===== src/rtl/dac_spi_tx_if.sv =====
// -----------------------------------------------------------------------------
// dac_spi_tx_if
//   Bundles the sample handshake and the DAC-side SPI pins of dac_spi_tx.
//
//   Signals:
//     sample_in    12-bit unsigned sample from the producer
//     sample_valid producer has a sample
//     ready        serializer can accept a sample (idle)
//     done         one-cycle pulse when a frame has fully completed
//     sclk         SPI clock, idle low (mode 0)
//     mosi         SPI data, MSB first
//     cs_n         DAC chip select, active low
//     ldac_n       DAC latch strobe, active low
//
//   Modports:
//     master  producer / observer side (drives sample_in, sample_valid)
//     slave   serializer side (drives everything else)
// -----------------------------------------------------------------------------
interface dac_spi_tx_if;
  logic [11:0] sample_in;
  logic        sample_valid;
  logic        ready;
  logic        done;
  logic        sclk;
  logic        mosi;
  logic        cs_n;
  logic        ldac_n;

  modport master (
    output sample_in, sample_valid,
    input  ready, done, sclk, mosi, cs_n, ldac_n
  );

  modport slave (
    input  sample_in, sample_valid,
    output ready, done, sclk, mosi, cs_n, ldac_n
  );
endinterface


===== src/rtl/dac_spi_tx.sv =====
// -----------------------------------------------------------------------------
// dac_spi_tx
//   Serializes 12-bit samples into 16-bit SPI mode-0 frames for an MCP4921-class
//   DAC: {CMD[3:0], sample[11:0]}, MSB first, followed by an LDAC strobe.
//
//   Frame sequence (D = CLK_DIV clk cycles per step):
//     IDLE -> SETUP (D) -> SHIFT (16 bits x 2D) -> HOLD (D) -> LATCH (D) -> IDLE
//   One sample every 35*D+1 cycles when the producer keeps valid high.
//
//   Parameters:
//     CLK_DIV  SCLK half-period in clk cycles, 1..255
//     CMD      DAC config nibble sent ahead of the data
//
//   Ports:
//     clk   system clock, rising edge
//     rst   asynchronous, active-high reset
//     bus   dac_spi_tx_if.slave (handshake + SPI pins)
// -----------------------------------------------------------------------------
module dac_spi_tx #(
  parameter int         CLK_DIV = 4,
  parameter logic [3:0] CMD     = 4'b0011
) (
  input  logic         clk,
  input  logic         rst,
  dac_spi_tx_if.slave  bus
);

  typedef enum logic [2:0] {
    IDLE,
    SETUP,
    SHIFT,
    HOLD,
    LATCH
  } state_e;

  localparam int            PW         = (CLK_DIV > 1) ? $clog2(CLK_DIV) : 1;
  localparam logic [PW-1:0] PHASE_LAST = PW'(CLK_DIV - 1);

  state_e        state_q, state_d;
  logic [PW-1:0] phase_q, phase_d;   // cycles spent in the current step
  logic [3:0]    bit_q,   bit_d;     // index of the bit on mosi
  logic          half_q,  half_d;    // 0: sclk low phase, 1: sclk high phase
  logic [15:0]   shift_q, shift_d;

  logic cs_n_q,   cs_n_d;
  logic sclk_q,   sclk_d;
  logic ldac_n_q, ldac_n_d;
  logic done_q,   done_d;

  logic phase_end;
  assign phase_end = (phase_q == PHASE_LAST);

  // ---------------------------------------------------------------------------
  // State register
  // ---------------------------------------------------------------------------
  // NOTE: sequential state uses non-blocking assignments so every register
  // samples pre-edge values regardless of statement order.
  // NOTE: the shift register is reset along with the control state so an
  // aborted frame never leaks stale bits into the next one.
  always_ff @(posedge clk or posedge rst) begin
    if (rst) begin
      state_q  <= IDLE;
      phase_q  <= '0;
      bit_q    <= '0;
      half_q   <= 1'b0;
      shift_q  <= '0;
      cs_n_q   <= 1'b1;
      sclk_q   <= 1'b0;
      ldac_n_q <= 1'b1;
      done_q   <= 1'b0;
    end else begin
      state_q  <= state_d;
      phase_q  <= phase_d;
      bit_q    <= bit_d;
      half_q   <= half_d;
      shift_q  <= shift_d;
      cs_n_q   <= cs_n_d;
      sclk_q   <= sclk_d;
      ldac_n_q <= ldac_n_d;
      done_q   <= done_d;
    end
  end

  // ---------------------------------------------------------------------------
  // Next-state logic
  // ---------------------------------------------------------------------------
  // NOTE: every variable gets a default at the top so no path infers a latch.
  always_comb begin
    state_d = state_q;
    phase_d = phase_q;
    bit_d   = bit_q;
    half_d  = half_q;
    shift_d = shift_q;

    unique case (state_q)
      IDLE: begin
        // ready is high only here, so valid alone marks acceptance.
        if (bus.sample_valid) begin
          shift_d = {CMD, bus.sample_in};
          state_d = SETUP;
          phase_d = '0;
          bit_d   = 4'd15;
          half_d  = 1'b0;
        end
      end

      SETUP: begin
        if (phase_end) begin
          state_d = SHIFT;
          phase_d = '0;
        end else begin
          phase_d = phase_q + PW'(1);
        end
      end

      SHIFT: begin
        if (phase_end) begin
          phase_d = '0;
          if (!half_q) begin
            half_d = 1'b1;
          end else if (bit_q == 4'd0) begin
            half_d  = 1'b0;
            state_d = HOLD;
          end else begin
            // Advance the data only at the start of a low phase, so mosi is
            // settled for a full half-period before every rising sclk.
            half_d  = 1'b0;
            bit_d   = bit_q - 4'd1;
            shift_d = {shift_q[14:0], 1'b0};
          end
        end else begin
          phase_d = phase_q + PW'(1);
        end
      end

      HOLD: begin
        if (phase_end) begin
          state_d = LATCH;
          phase_d = '0;
        end else begin
          phase_d = phase_q + PW'(1);
        end
      end

      LATCH: begin
        if (phase_end) begin
          state_d = IDLE;
          phase_d = '0;
        end else begin
          phase_d = phase_q + PW'(1);
        end
      end

      default: state_d = IDLE;
    endcase
  end

  // ---------------------------------------------------------------------------
  // Output logic: decoded from the next state so the registered pins change on
  // the same edge as the state itself.
  // ---------------------------------------------------------------------------
  always_comb begin
    cs_n_d   = 1'b1;
    ldac_n_d = 1'b1;
    unique case (state_d)
      SETUP, SHIFT, HOLD: cs_n_d   = 1'b0;
      LATCH:              ldac_n_d = 1'b0;
      default:            ;
    endcase
    sclk_d = (state_d == SHIFT) && half_d;
    done_d = (state_q == LATCH) && (state_d == IDLE);
  end

  assign bus.ready  = (state_q == IDLE);
  assign bus.mosi   = ((state_q == SETUP) || (state_q == SHIFT)) && shift_q[15];
  assign bus.sclk   = sclk_q;
  assign bus.cs_n   = cs_n_q;
  assign bus.ldac_n = ldac_n_q;
  assign bus.done   = done_q;

endmodule


===== src/flat_wrapper.sv =====
// flat-port wrapper written by rule: the top's interface ports become plain ports
module dac_spi_tx_flat 
#(
  parameter int         CLK_DIV = 4,
  parameter logic [3:0] CMD     = 4'b0011
)
  (clk, rst, bus_sample_in, bus_sample_valid, bus_ready, bus_done, bus_sclk, bus_mosi, bus_cs_n, bus_ldac_n);
  dac_spi_tx_if bus_i ();
  input  logic clk;
  input  logic rst;
  input wire logic [$bits(bus_i.sample_in)-1:0] bus_sample_in;
  input wire logic [$bits(bus_i.sample_valid)-1:0] bus_sample_valid;
  output wire logic [$bits(bus_i.ready)-1:0] bus_ready;
  output wire logic [$bits(bus_i.done)-1:0] bus_done;
  output wire logic [$bits(bus_i.sclk)-1:0] bus_sclk;
  output wire logic [$bits(bus_i.mosi)-1:0] bus_mosi;
  output wire logic [$bits(bus_i.cs_n)-1:0] bus_cs_n;
  output wire logic [$bits(bus_i.ldac_n)-1:0] bus_ldac_n;
  assign bus_i.sample_in = bus_sample_in;
  assign bus_i.sample_valid = bus_sample_valid;
  assign bus_ready = bus_i.ready;
  assign bus_done = bus_i.done;
  assign bus_sclk = bus_i.sclk;
  assign bus_mosi = bus_i.mosi;
  assign bus_cs_n = bus_i.cs_n;
  assign bus_ldac_n = bus_i.ldac_n;
  dac_spi_tx #(.CLK_DIV(CLK_DIV), .CMD(CMD)) u_core (.clk(clk), .rst(rst), .bus(bus_i));
endmodule

===== config.mk =====
export PLATFORM = sky130hd
export DESIGN_NAME = dac_spi_tx_flat
export DESIGN_NICKNAME = d
export VERILOG_FILES = /design/src/rtl/dac_spi_tx_if.sv /design/src/rtl/dac_spi_tx.sv /design/src/flat_wrapper.sv
export SDC_FILE = /design/constraint.sdc
export NUM_CORES = 1
export LEC_CHECK = 0
export ABC_AREA = 1
export CORE_MARGIN = 10
export CORE_UTILIZATION = 54
export DETAILED_ROUTE_END_ITERATION = 10
export PLACE_DENSITY = 0.79
export SLEW_MARGIN = 30
export SYNTH_ARGS = -nofsm -noshare
export SYNTH_HDL_FRONTEND = slang
export SYNTH_SLANG_ARGS = --single-unit

===== constraint.sdc =====
create_clock -name clk -period 1.6 [get_ports clk]
set_clock_uncertainty 0.1 [all_clocks]
set_input_delay 0.32 -clock clk [delete_from_list [all_inputs] [get_ports clk]]
set_output_delay 0.32 -clock clk [all_outputs]
set_load 0.01 [all_outputs]

; ---- Word level (Yosys, flattened, before mapping)
; Cells that the tools add are included.
[word_totals]
register_bits = 30
input_bits = 15
output_inout_bits = 6
word_cells = 64
[op_classes]
n_addsub = 2
n_eq_ne = 13
n_mux = 27
n_reduce_logical = 13
[ops]
columns = operator, count
row1 = 2-to-1 mux 16 bit, 4
row2 = one-hot mux 16 bit (2 select lines), 1
row3 = 2-to-1 mux 3 bit, 7
row4 = 2-to-1 mux 4 bit, 4
row5 = one-hot mux 3 bit (5 select lines), 1
row6 = equality test 3 x 2 -> 1 bit (second input constant), 4
row7 = one-hot mux 4 bit (2 select lines), 1
row8 = equality test 3 x 1 -> 1 bit (second input constant), 2
row9 = equality test 3 bit (second input constant), 2
row10 = zero test 3 bit, 2
row11 = 2-to-1 mux 1 bit, 5
row12 = AND reduction 5 bit, 1
row13 = zero test 4 bit, 1
row14 = 2-to-1 mux 2 bit, 2
row15 = inequality test 2 x 1 -> 1 bit (second input constant), 2
row16 = inequality test 2 bit (second input constant), 2
row17 = one-hot mux 2 bit (2 select lines), 1
row18 = nonzero test 2 bit, 2
row19 = OR reduction 4 bit, 1
row20 = subtractor 4 x 1 -> 4 bit (second input constant), 1
row21 = logical AND 1 bit, 3
row22 = OR reduction 3 bit, 1
row23 = adder 2 x 1 -> 2 bit (second input constant), 1
row24 = equality test 2 bit (second input constant), 1
row25 = 3 further kinds, 3

; ---- Logic depth before layout (Yosys ltp)
; Gate-level depths: netlist of the first run.
[depth]
depth_word = 8
depth_mapped = 9
depth_no_buf = 8

; ---- Worst setup path before layout of the first run
; No wires, ideal clock.
[synth_timing]
kind = register to output
from = register u_core.state_q[0]
to = output port bus_mosi
arrival_ps = 1203
t_required_ps = 1180
slack_ps = -23
path_stages_with_launch = 5
path_buffers = 1
cell_sequence = dfrtp_1 -> inv_1 -> nand3_1 -> buf_4 -> a21boi_0
[synth_between]
elab_chain_len = 3
elab_cells_between_ends = 4
cone_classes = eq/ne: 2 / reduce/logical: 2
[synth_lines]
columns = item, line
row1 = start: declaration, dac_spi_tx.sv:39  ; state_e state_q, state_d;
row2 = start signal: assignment, dac_spi_tx.sv:72  ; state_q <= state_d;
row3 = equality test 3 x 1 -> 1 bit or equality test 3 x 2 -> 1 bit (tied branches), dac_spi_tx.sv:175  ; assign bus.mosi = ((state_q == SETUP) || (state_q == SHIFT)) && shift_q[15];
row4 = logical OR 1 bit *, dac_spi_tx.sv:175
row5 = logical AND 1 bit *, dac_spi_tx.sv:175
row6 = end: declaration, flat_wrapper.sv:16  ; output wire logic [$bits(bus_i.mosi)-1:0] bus_mosi;
; Mark *: on every way between the ends. The rest lies on a longest branch, timed or not.

; ---- Worst setup path after layout of the first run
[layout_timing]
from = register u_core.state_q[1]
to = output port bus_mosi
; The elaborated chain is that of the path after synthesis.

==> impl_metrics.ini, run 1 <==
[placed_design]
dpl.hpwl_microns = 2395
gp_congestion = 0.8089
dpl-instance-area_sq_um = 1878
port_buffers = 20
dp_worst_setup_slack_ps = -142.4

[sta]
worstMarginPinSlew_ps = 275.5
fin_crit_sh_pct = 103.6
max_slew_margin_pct = 81.44
finalSetupViolCount = 1
slew_violations = 0
layout_min_cycle_time_ps = 1658
fin_ws_ps = -58.19
finalSetupTns_ps = -58.19
max_freq_ghz = 0.6031
rsz0062_at_grt = yes
hold_viol_final = 0

[clock_tree]
cts.path.max_buffers = 2
cts_tree = yes
cts_root_buf = clkbuf_4
clkTransAtPathRegs_ps = 90
ctsHtreeMaxLevel = 2
cts_made_buffers = 5
cts_num_sinks = 30
worstSkewPairLatency_ps = 320
ctsHoldBuffers = 0

[worst_setup_path]
ff2ff_setup_slack_ps = 100
crit_type = reg -> out
startpoint_type = flop
cp-endpoint = bus_mosi
startpoint = u_core.state_q[1]$_DFF_PP0_
r2r_cells = 8
critPathCaptureType = output pin
r2r-start = u_core.state_q[2]$_DFF_PP0_
crit_fanout = 4
critPathRequiredTime_ps = 1180
critical_path_arrival_ps = 1240
worstReg2RegEnd = u_core.shift_q[1]$_DFFE_PP0P_

[job]
maxCapViolCount = 0

[logic_synthesis]
yosys.area.top_type = dfrtp_1
yosysWarnings = 0
avgSynthCellArea_sq_um = 7.206
syn_nets = 233
synth_top_area_share_pct = 45.02
synth_cells = 216
ys_types = 17
ys_seq_area_share_pct = 48.39
ys_ff_latch = 30
yosys-top-cells-area = dfrtp_1 (45%), nand2_1 (25%), nand3_1 (9.3%)
synth_area_sq_um = 1556

[detailed_routing]
ant_nets = 0
via_per_inst = 4.979
routedWlPerCell_microns = 12.02
dr.pass1.iters = 4
drtIter0Drc = 92
drc = 0
finalWirelength_microns = 3415
route.vias.total = 1414

[cells_and_area]
drive_above_1_share_pct = 17.79
stdcell_area_sq_um = 2009
final_nets = 269
n_antenna_cell = 0
postLayoutCoreUtil_pct = 72.87
fill_cells = 227
areaGrowthSynthToFinish_pct = 29.10

[power_and_ir_drop]
peakVddDrop_mv = 1.260
p_total_mw = 3.634
p_leak_nw = 1.102
p_per_area_nw_per_um2 = 1809

[floorplan]
die_w_microns = 73.69
fp.dieH_microns = 73.69
rows = 19
core-area_sq_um = 2758
pin_count = 21
die_area_sq_um = 5429
initial_core_util_pct = 56.44

[global_route]
grt_max_degree = 31
grt_usage_pct = 13.12
antenna_found_initial = 0
grt_pass1_wl_microns = 5775
grt_pass1_vias = 1397
grt-ovfl-total = 0

[worst_hold_path]
hp-class = in -> async

[outcome]
outcome = finished with violations
violations = setup timing
[registers in the layout (all words and copies together), names as in the netlist, 2 cells and up]
signal,count
u_core.phase_q,2
u_core.state_q,3
u_core.shift_q,16
u_core.bit_q,4
[worst min path at each step]
stage	from	to	slack, ps	cells after the start
final	rst	u_core.shift_q[3]$_DFFE_PP0P_	220	3
after global routing	rst	u_core.bit_q[1]$_DFFE_PP0P_	230	3
after CTS	rst	u_core.state_q[0]$_DFF_PP0_	220	3
after detailed placement	u_core.shift_q[12]$_DFFE_PP0P_	u_core.shift_q[12]$_DFFE_PP0P_	350	2
after global placement	u_core.shift_q[11]$_DFFE_PP0P_	u_core.shift_q[11]$_DFFE_PP0P_	350	2
after floorplan	rst	u_core.bit_q[0]$_DFFE_PP0P_	310	1
[critical path, cell delays in order (launching register included)]
cell,delay [ps]
dfrtp_1,440
inv_1,120
nand3_2,90
a21boi_2,130
buf_2,140
[layer usage]
metal	GRT usage, %	share of wire, %
met3	3.499	3.6
met5	0	0
met4	5.590	1.4
met2	22.44	53
met1	14.93	42
[power breakdown]
group	switching (mW)	total, mW	internal [mW]
clock network	0.249	0.580	0.331
registers	0.219	1.32	1.10
logic	0.993	1.73	0.740
[cells by family after synthesis]
kind of cell | share of synthesized area [%]
XOR/XNOR | 0.5628
adder cells (fa/ha/maj) | 1.607
buffers and inverters | 8.118
AND/OR/NAND/NOR | 40.03
AO/OA/AOI/OAI | 1.286
flip-flops | 48.39
[through the flow]
step	hold WS [ps]	std cells
after floorplan	309.3	216
after global placement	348.2	274
after detailed placement	351.9	274
after CTS	218.2	283
after global routing	233.2	284
final	222.9	284
[Yosys cell counts]
master,n
inv_2,1
nor2_4,1
inv_1,18
nand2_1,103
buf_2,5
nand3_1,29
or2_2,2
a21boi_0,1
buf_6,2
nor2_1,18
ha_1,2
buf_4,1
dfstp_2,2
dfrtp_1,28
o211ai_1,1
xnor2_1,1
o21ai_0,1
[layout by cell type, fill, tap and decap left out, types with 2 or more instances in the layout]
| cell type | instances |
|---|---|
| dfstp_2 | 2 |
| nand3_2 | 2 |
| clkbuf_1 | 2 |
| dfrtp_1 | 27 |
| nand3_1 | 27 |
| buf_6 | 3 |
| inv_2 | 4 |
| or2_2 | 2 |
| nand2_1 | 99 |
| nand2_2 | 4 |
| inv_1 | 15 |
| buf_4 | 13 |
| dlygate4sd2_1 | 4 |
| nor2_1 | 17 |
| clkdlybuf4s50_1 | 14 |
| buf_12 | 2 |
| clkbuf_4 | 5 |
[final cells by class]
cell class / count / area [sq um] / area share (%)
inverters: 19 / 71.32 / 3.549
well taps: 31 / 38.79 / 1.930
multi-input cells: 159 / 718.2 / 35.74
flip-flops and latches: 30 / 754.5 / 37.55
clock inverters: 1 / 30.03 / 1.494
clock buffers: 7 / 45.04 / 2.242
repair buffers: 37 / 351.6 / 17.50
[repair_timing]
item,4_1_cts,5_1_grt
pin swaps,1,2
setup endpoints to repair,6,22
buffers inserted,1,1
resized for setup,13,17
No activity file was read; power rests on OpenSTA's default activity.
==> run 2: changes to the inputs <==
CELL_PAD_IN_SITES_DETAIL_PLACEMENT = 0   (was default)
CELL_PAD_IN_SITES_GLOBAL_PLACEMENT = 1   (was default)
CORE_UTILIZATION = 39   (was 54)
GPL_ROUTABILITY_DRIVEN = 1   (was default)
PLACE_DENSITY = default   (was 0.79)
PLACE_DENSITY_LB_ADDON = 0.1   (was default)
SLEW_MARGIN = 25   (was 30)
==> impl_metrics.ini, run 2 (synthesis gave the netlist of run 1 again) <==
[detailed_routing]
route.vias.total = 1428
drtIter0Drc = 76
via_per_inst = 4.621
routedWlPerCell_microns = 12.03
ant_nets = 0
dr.pass1.iters = 4
drc = 0
finalWirelength_microns = 3716

[clock_tree]
cts_tree = yes
cts_num_sinks = 30
cts_root_buf = clkbuf_8
worstSkewPairLatency_ps = 280
ctsHtreeMaxLevel = 2
cts_made_buffers = 5
clkTransAtPathRegs_ps = 60
cts.path.max_buffers = 2

[power_and_ir_drop]
p_leak_nw = 1.158
p_per_area_nw_per_um2 = 1866
peakVddDrop_mv = 0.8407
p_total_mw = 3.961

[placed_design]
dpl.hpwl_microns = 2694
port_buffers = 20
gp_congestion = 0.8991

[floorplan]
rows = 22
core-area_sq_um = 3771
initial_core_util_pct = 41.27
die_area_sq_um = 6918
die_w_microns = 83.18
pin_count = 21
fp.dieH_microns = 83.18

[worst_setup_path]
critical_path_arrival_ps = 1200
critical-path-top-delay-family = flip-flops
r2r_cells = 9
crit_path_cell_trace = inv_1, nand3_2, a21boi_2, buf_2
cp_num_cells = 4
crit_type = reg -> out
critPathRequiredTime_ps = 1180
slowest_delay_ps = 400
startpoint_type = flop
critPathSlowestCell = dfrtp_1
critPathCaptureType = output pin
crit_fanout = 3
path_buf_inv = 2

[cells_and_area]
layout_common_cells = nand2_1 (98), dfrtp_1 (28), nand3_1 (27)
drive_above_1_share_pct = 19.92
areaGrowthSynthToFinish_pct = 36.33
final_nets = 277
n_antenna_cell = 0
fill_cells = 348
regMostFlops = u_core.shift_q
largest_reg_flops = 16
reg_top3 = u_core.shift_q: 16 flops, u_core.bit_q: 4 flops, u_core.state_q: 3 flops
layout_commonest_cell = nand2_1

[sta]
finalSetupTns_ps = -26.41
fin_ws_ps = -21.68
rsz0062_at_grt = yes
hold_viol_final = 0
fin_crit_sh_pct = 101.4
finalSetupViolCount = 2
max_slew_margin_pct = 83.34
layout_min_cycle_time_ps = 1622
worstMarginPinSlew_ps = 247.4
slew_violations = 0
max_freq_ghz = 0.6166

[worst_hold_path]
hp-class = in -> async

[global_route]
antenna_found_initial = 0
grt_pass1_vias = 1396
grt-ovfl-total = 0
grt_pass1_wl_microns = 6168
grt_max_degree = 21
grt_usage_pct = 10.52

[outcome]
violations = setup timing
outcome = finished with violations

[job]
maxCapViolCount = 0
[run 2: cell types whose count changed in the layout (fill, tap and decap cells not counted), moves of 2 or more]
cell             change
clkinv_2             +2
buf_4                +9
clkbuf_1             -2
inv_1                +2
dlygate4sd2_1        -2
inv_2                -2
clkdlybuf4s50_1      +2
clkbuf_8             +5
clkbuf_4             -5
[run 2: where the power goes]
part	leakage [nW]	switching (mW)	internal, mW
combinational	0.729	1.05	0.868
sequential	0.371	0.195	1.10
clock	0.0579	0.287	0.457
total	1.16	1.53	2.43
[run 2: final timing paths]
path	from	endpoint	slack, ps
worst min register to register	u_core.shift_q[4]$_DFFE_PP0P_	u_core.shift_q[4]$_DFFE_PP0P_	370
worst max register to register	u_core.bit_q[0]$_DFFE_PP0P_	u_core.shift_q[9]$_DFFE_PP0P_	70
min in group clk	u_core.shift_q[4]$_DFFE_PP0P_	u_core.shift_q[4]$_DFFE_PP0P_	370
max in group asynchronous	rst	u_core.bus.ldac_n$_DFF_PP1_	900
worst max-delay path	u_core.state_q[0]$_DFF_PP0_	bus_mosi	-20
worst min-delay path	rst	u_core.half_q$_DFF_PP0_	270
[run 2: per-layer routing]
| layer | GRT usage, % | up-vias | wire (microns) |
|---|---|---|---|
| li1 | - | 753 | - |
| met1 | 11.99 | 646 | 1673 |
| met2 | 17.46 | 22 | 1815 |
| met3 | 3.711 | 7 | 170 |
| met4 | 4.154 | 0 | 57 |
| met5 | 0 | - | 0 |
[run 2: tightest hold or removal path, delay by kind of cell]
family                 cells  cell delay (ps)
buffers and inverters      3              680
[run 2: stage by stage]
| stage | hold slack [ps] | setup WS (ps) | utilization [%] | std cells | area (sq um) |
|---|---|---|---|---|---|
| after detailed placement | 360.0 | -230.5 | 51.03 | 296 | 1924 |
| after floorplan | 309.3 | 62.84 | - | 216 | 1556 |
| after global placement | 348.2 | -155.5 | 51.03 | 296 | 1924 |
| after global routing | 286.4 | -67.11 | 56.27 | 309 | 2122 |
| final | 267.0 | -21.68 | 56.27 | 309 | 2122 |
| after CTS | 273.6 | -157.5 | 54.18 | 305 | 2043 |
[run 2: timing repair]
| item | CTS | global route |
|---|---|---|
| pin swaps | 1 | 5 |
| hold buffers | 0 | 0 |
| setup endpoints to repair | 4 | 24 |
| gates resized for setup | 11 | 13 |
| cloned | 0 | 1 |
| setup buffers | 1 | 3 |
[run 2: final cells by class]
type | count | area, sq um | share of cell area, %
clock inverters | 3 | 40.04 | 1.887
repair buffers | 45 | 415.4 | 19.58
flip-flops and latches | 30 | 753.2 | 35.50
multi-input cells | 159 | 713.2 | 33.61
inverters | 19 | 71.32 | 3.361
well taps | 48 | 60.06 | 2.830
clock buffers | 5 | 68.82 | 3.243
==> run 3: changes to the inputs <==
PLACE_DENSITY = 0.9   (was default)
PLACE_DENSITY_LB_ADDON = default   (was 0.1)
==> impl_metrics.ini, run 3 (synthesis gave the netlist of run 1 again) <==
[clock_tree]
cts_root_buf = clkbuf_8
clkTransAtPathRegs_ps = 60
cts.path.max_buffers = 2
ctsHtreeMaxLevel = 2
cts_tree = yes
worstSkewPairLatency_ps = 280
cts_num_sinks = 30
cts_made_buffers = 5

[worst_setup_path]
ff2ff_setup_slack_ps = 70
startpoint_type = flop
r2r_cells = 8
critical-path-top-delay-family = flip-flops
worstReg2RegEnd = u_core.bit_q[2]$_DFFE_PP0P_
critPathRequiredTime_ps = 1180
slowest_delay_ps = 420
crit_type = reg -> out
critPathCaptureType = output pin
critPathSlowestCell = dfrtp_1
cp_num_cells = 4
path_buf_inv = 2
r2r-start = u_core.state_q[0]$_DFF_PP0_
critical_path_arrival_ps = 1190
crit_path_cell_trace = inv_1, nand3_2, a21boi_2, buf_2
crit_fanout = 4

[outcome]
violations = setup timing
outcome = finished with violations

[floorplan]
rows = 22
core-area_sq_um = 3771
die_w_microns = 83.18
pin_count = 21
fp.dieH_microns = 83.18
initial_core_util_pct = 41.27
die_area_sq_um = 6918

[job]
maxCapViolCount = 0

[global_route]
grt_pass1_vias = 1351
grt_pass1_wl_microns = 6106
grt_usage_pct = 10.46
antenna_found_initial = 0
grt_max_degree = 19
grt-ovfl-total = 0

[cells_and_area]
stdcell_area_sq_um = 2090
n_antenna_cell = 0
fill_cells = 367
layout_common_cells = nand2_1 (100), dfrtp_1 (28), nand3_1 (27)
drive_above_1_share_pct = 18.85
layout_commonest_cell = nand2_1
regMostFlops = u_core.shift_q
areaGrowthSynthToFinish_pct = 34.24
reg_top3 = u_core.shift_q: 16 flops, u_core.bit_q: 4 flops, u_core.state_q: 3 flops
final_nets = 276
postLayoutCoreUtil_pct = 55.41
largest_reg_flops = 16

[sta]
worstMarginPinSlew_ps = 249.8
max_freq_ghz = 0.6230
hold_ws_ps = 250.9
fin_crit_sh_pct = 100.3
hold_viol_final = 0
max_slew_margin_pct = 83.29
finalSetupViolCount = 1
slew_violations = 0
rsz0062_at_grt = yes
layout_min_cycle_time_ps = 1605
fin_ws_ps = -5.108
finalSetupTns_ps = -5.108

[detailed_routing]
drtIter0Drc = 102
routedWlPerCell_microns = 11.74
finalWirelength_microns = 3615
via_per_inst = 4.614
ant_nets = 0
drc = 0
route.vias.total = 1421
dr.pass1.iters = 4

[placed_design]
gp_congestion = 0.8647
dpl.hpwl_microns = 2526
dpl-instance-area_sq_um = 1904
port_buffers = 20

[power_and_ir_drop]
p_per_area_nw_per_um2 = 1789
peakVddDrop_mv = 0.8871
p_leak_nw = 1.134

[worst_hold_path]
hp-class = in -> async
-- run 3: cell types whose count changed in the layout (fill, tap and decap cells not counted), moves of 2 or more --
cell	change
nand2_1	+2
ha_4	+2
buf_6	+2
buf_4	-2
nand2_2	-3
-- run 3: report_power, final --
group	leakage (nW)	internal, mW	switching, mW	total (mW)
clock	0.0482	0.346	0.286	0.632
sequential	0.371	1.10	0.204	1.31
combinational	0.714	0.793	1.01	1.80
total	1.13	2.24	1.50	3.74
-- run 3: how the worst max path moves through the flow --
stage / to / from / slack, ps
after detailed placement: bus_ready / u_core.state_q[1]$_DFF_PP0_ / -120
after global routing: bus_mosi / u_core.state_q[1]$_DFF_PP0_ / -70
final: bus_mosi / u_core.state_q[1]$_DFF_PP0_ / -5
after global placement: bus_ready / u_core.state_q[1]$_DFF_PP0_ / -100
after CTS: bus_mosi / u_core.state_q[1]$_DFF_PP0_ / -2
after floorplan: bus_mosi / u_core.state_q[0]$_DFF_PP0_ / 60
-- run 3: area by class of cell --
type                    count  area [sq um]  share of cell area [%]
repair buffers             44         382.9                   18.32
inverters                  19         71.32                   3.413
well taps                  48         60.06                   2.874
flip-flops and latches     30         753.2                   36.05
clock inverters             1         5.005                  0.2395
clock buffers               7         86.33                   4.132
multi-input cells         159         730.7                   34.97
-- run 3: metrics by stage --
| stage | setup slack (ps) | cells | total power [mW] |
|---|---|---|---|
| 5_1_grt | -68.03 | 308 | 4.110 |
| 2_1_floorplan | 62.84 | 216 | 2.374 |
| 3_5_place_dp | -123.0 | 295 | 2.941 |
| 4_1_cts | -1.888 | 305 | 3.592 |
| 6_report | -5.108 | 308 | 3.738 |
| 3_3_place_gp | -100.5 | 295 | 2.913 |
-- run 3: worst min-delay path: cells and delay by family --
kind / cells / cell delay, ps
buffers and inverters: 3 / 670
-- run 3: what timing repair did --
action / in CTS / in global routing
hold buffers: 0 / 0
buffers inserted: 2 / 3
pin swaps: 1 / 3
gates resized for setup: 12 / 15
setup endpoints to repair: 4 / 22
hold endpoints to repair: 0 / 0
-- run 3: per-layer routing --
metal  up-vias  share of wire (%)  global-route usage [%]
met2        14                 48                   16.34
met3         5                3.0                   3.711
li1        747                  -                       -
met1       655                 47                   12.54
met5         -                  0                       0
met4         0                1.8                   4.615
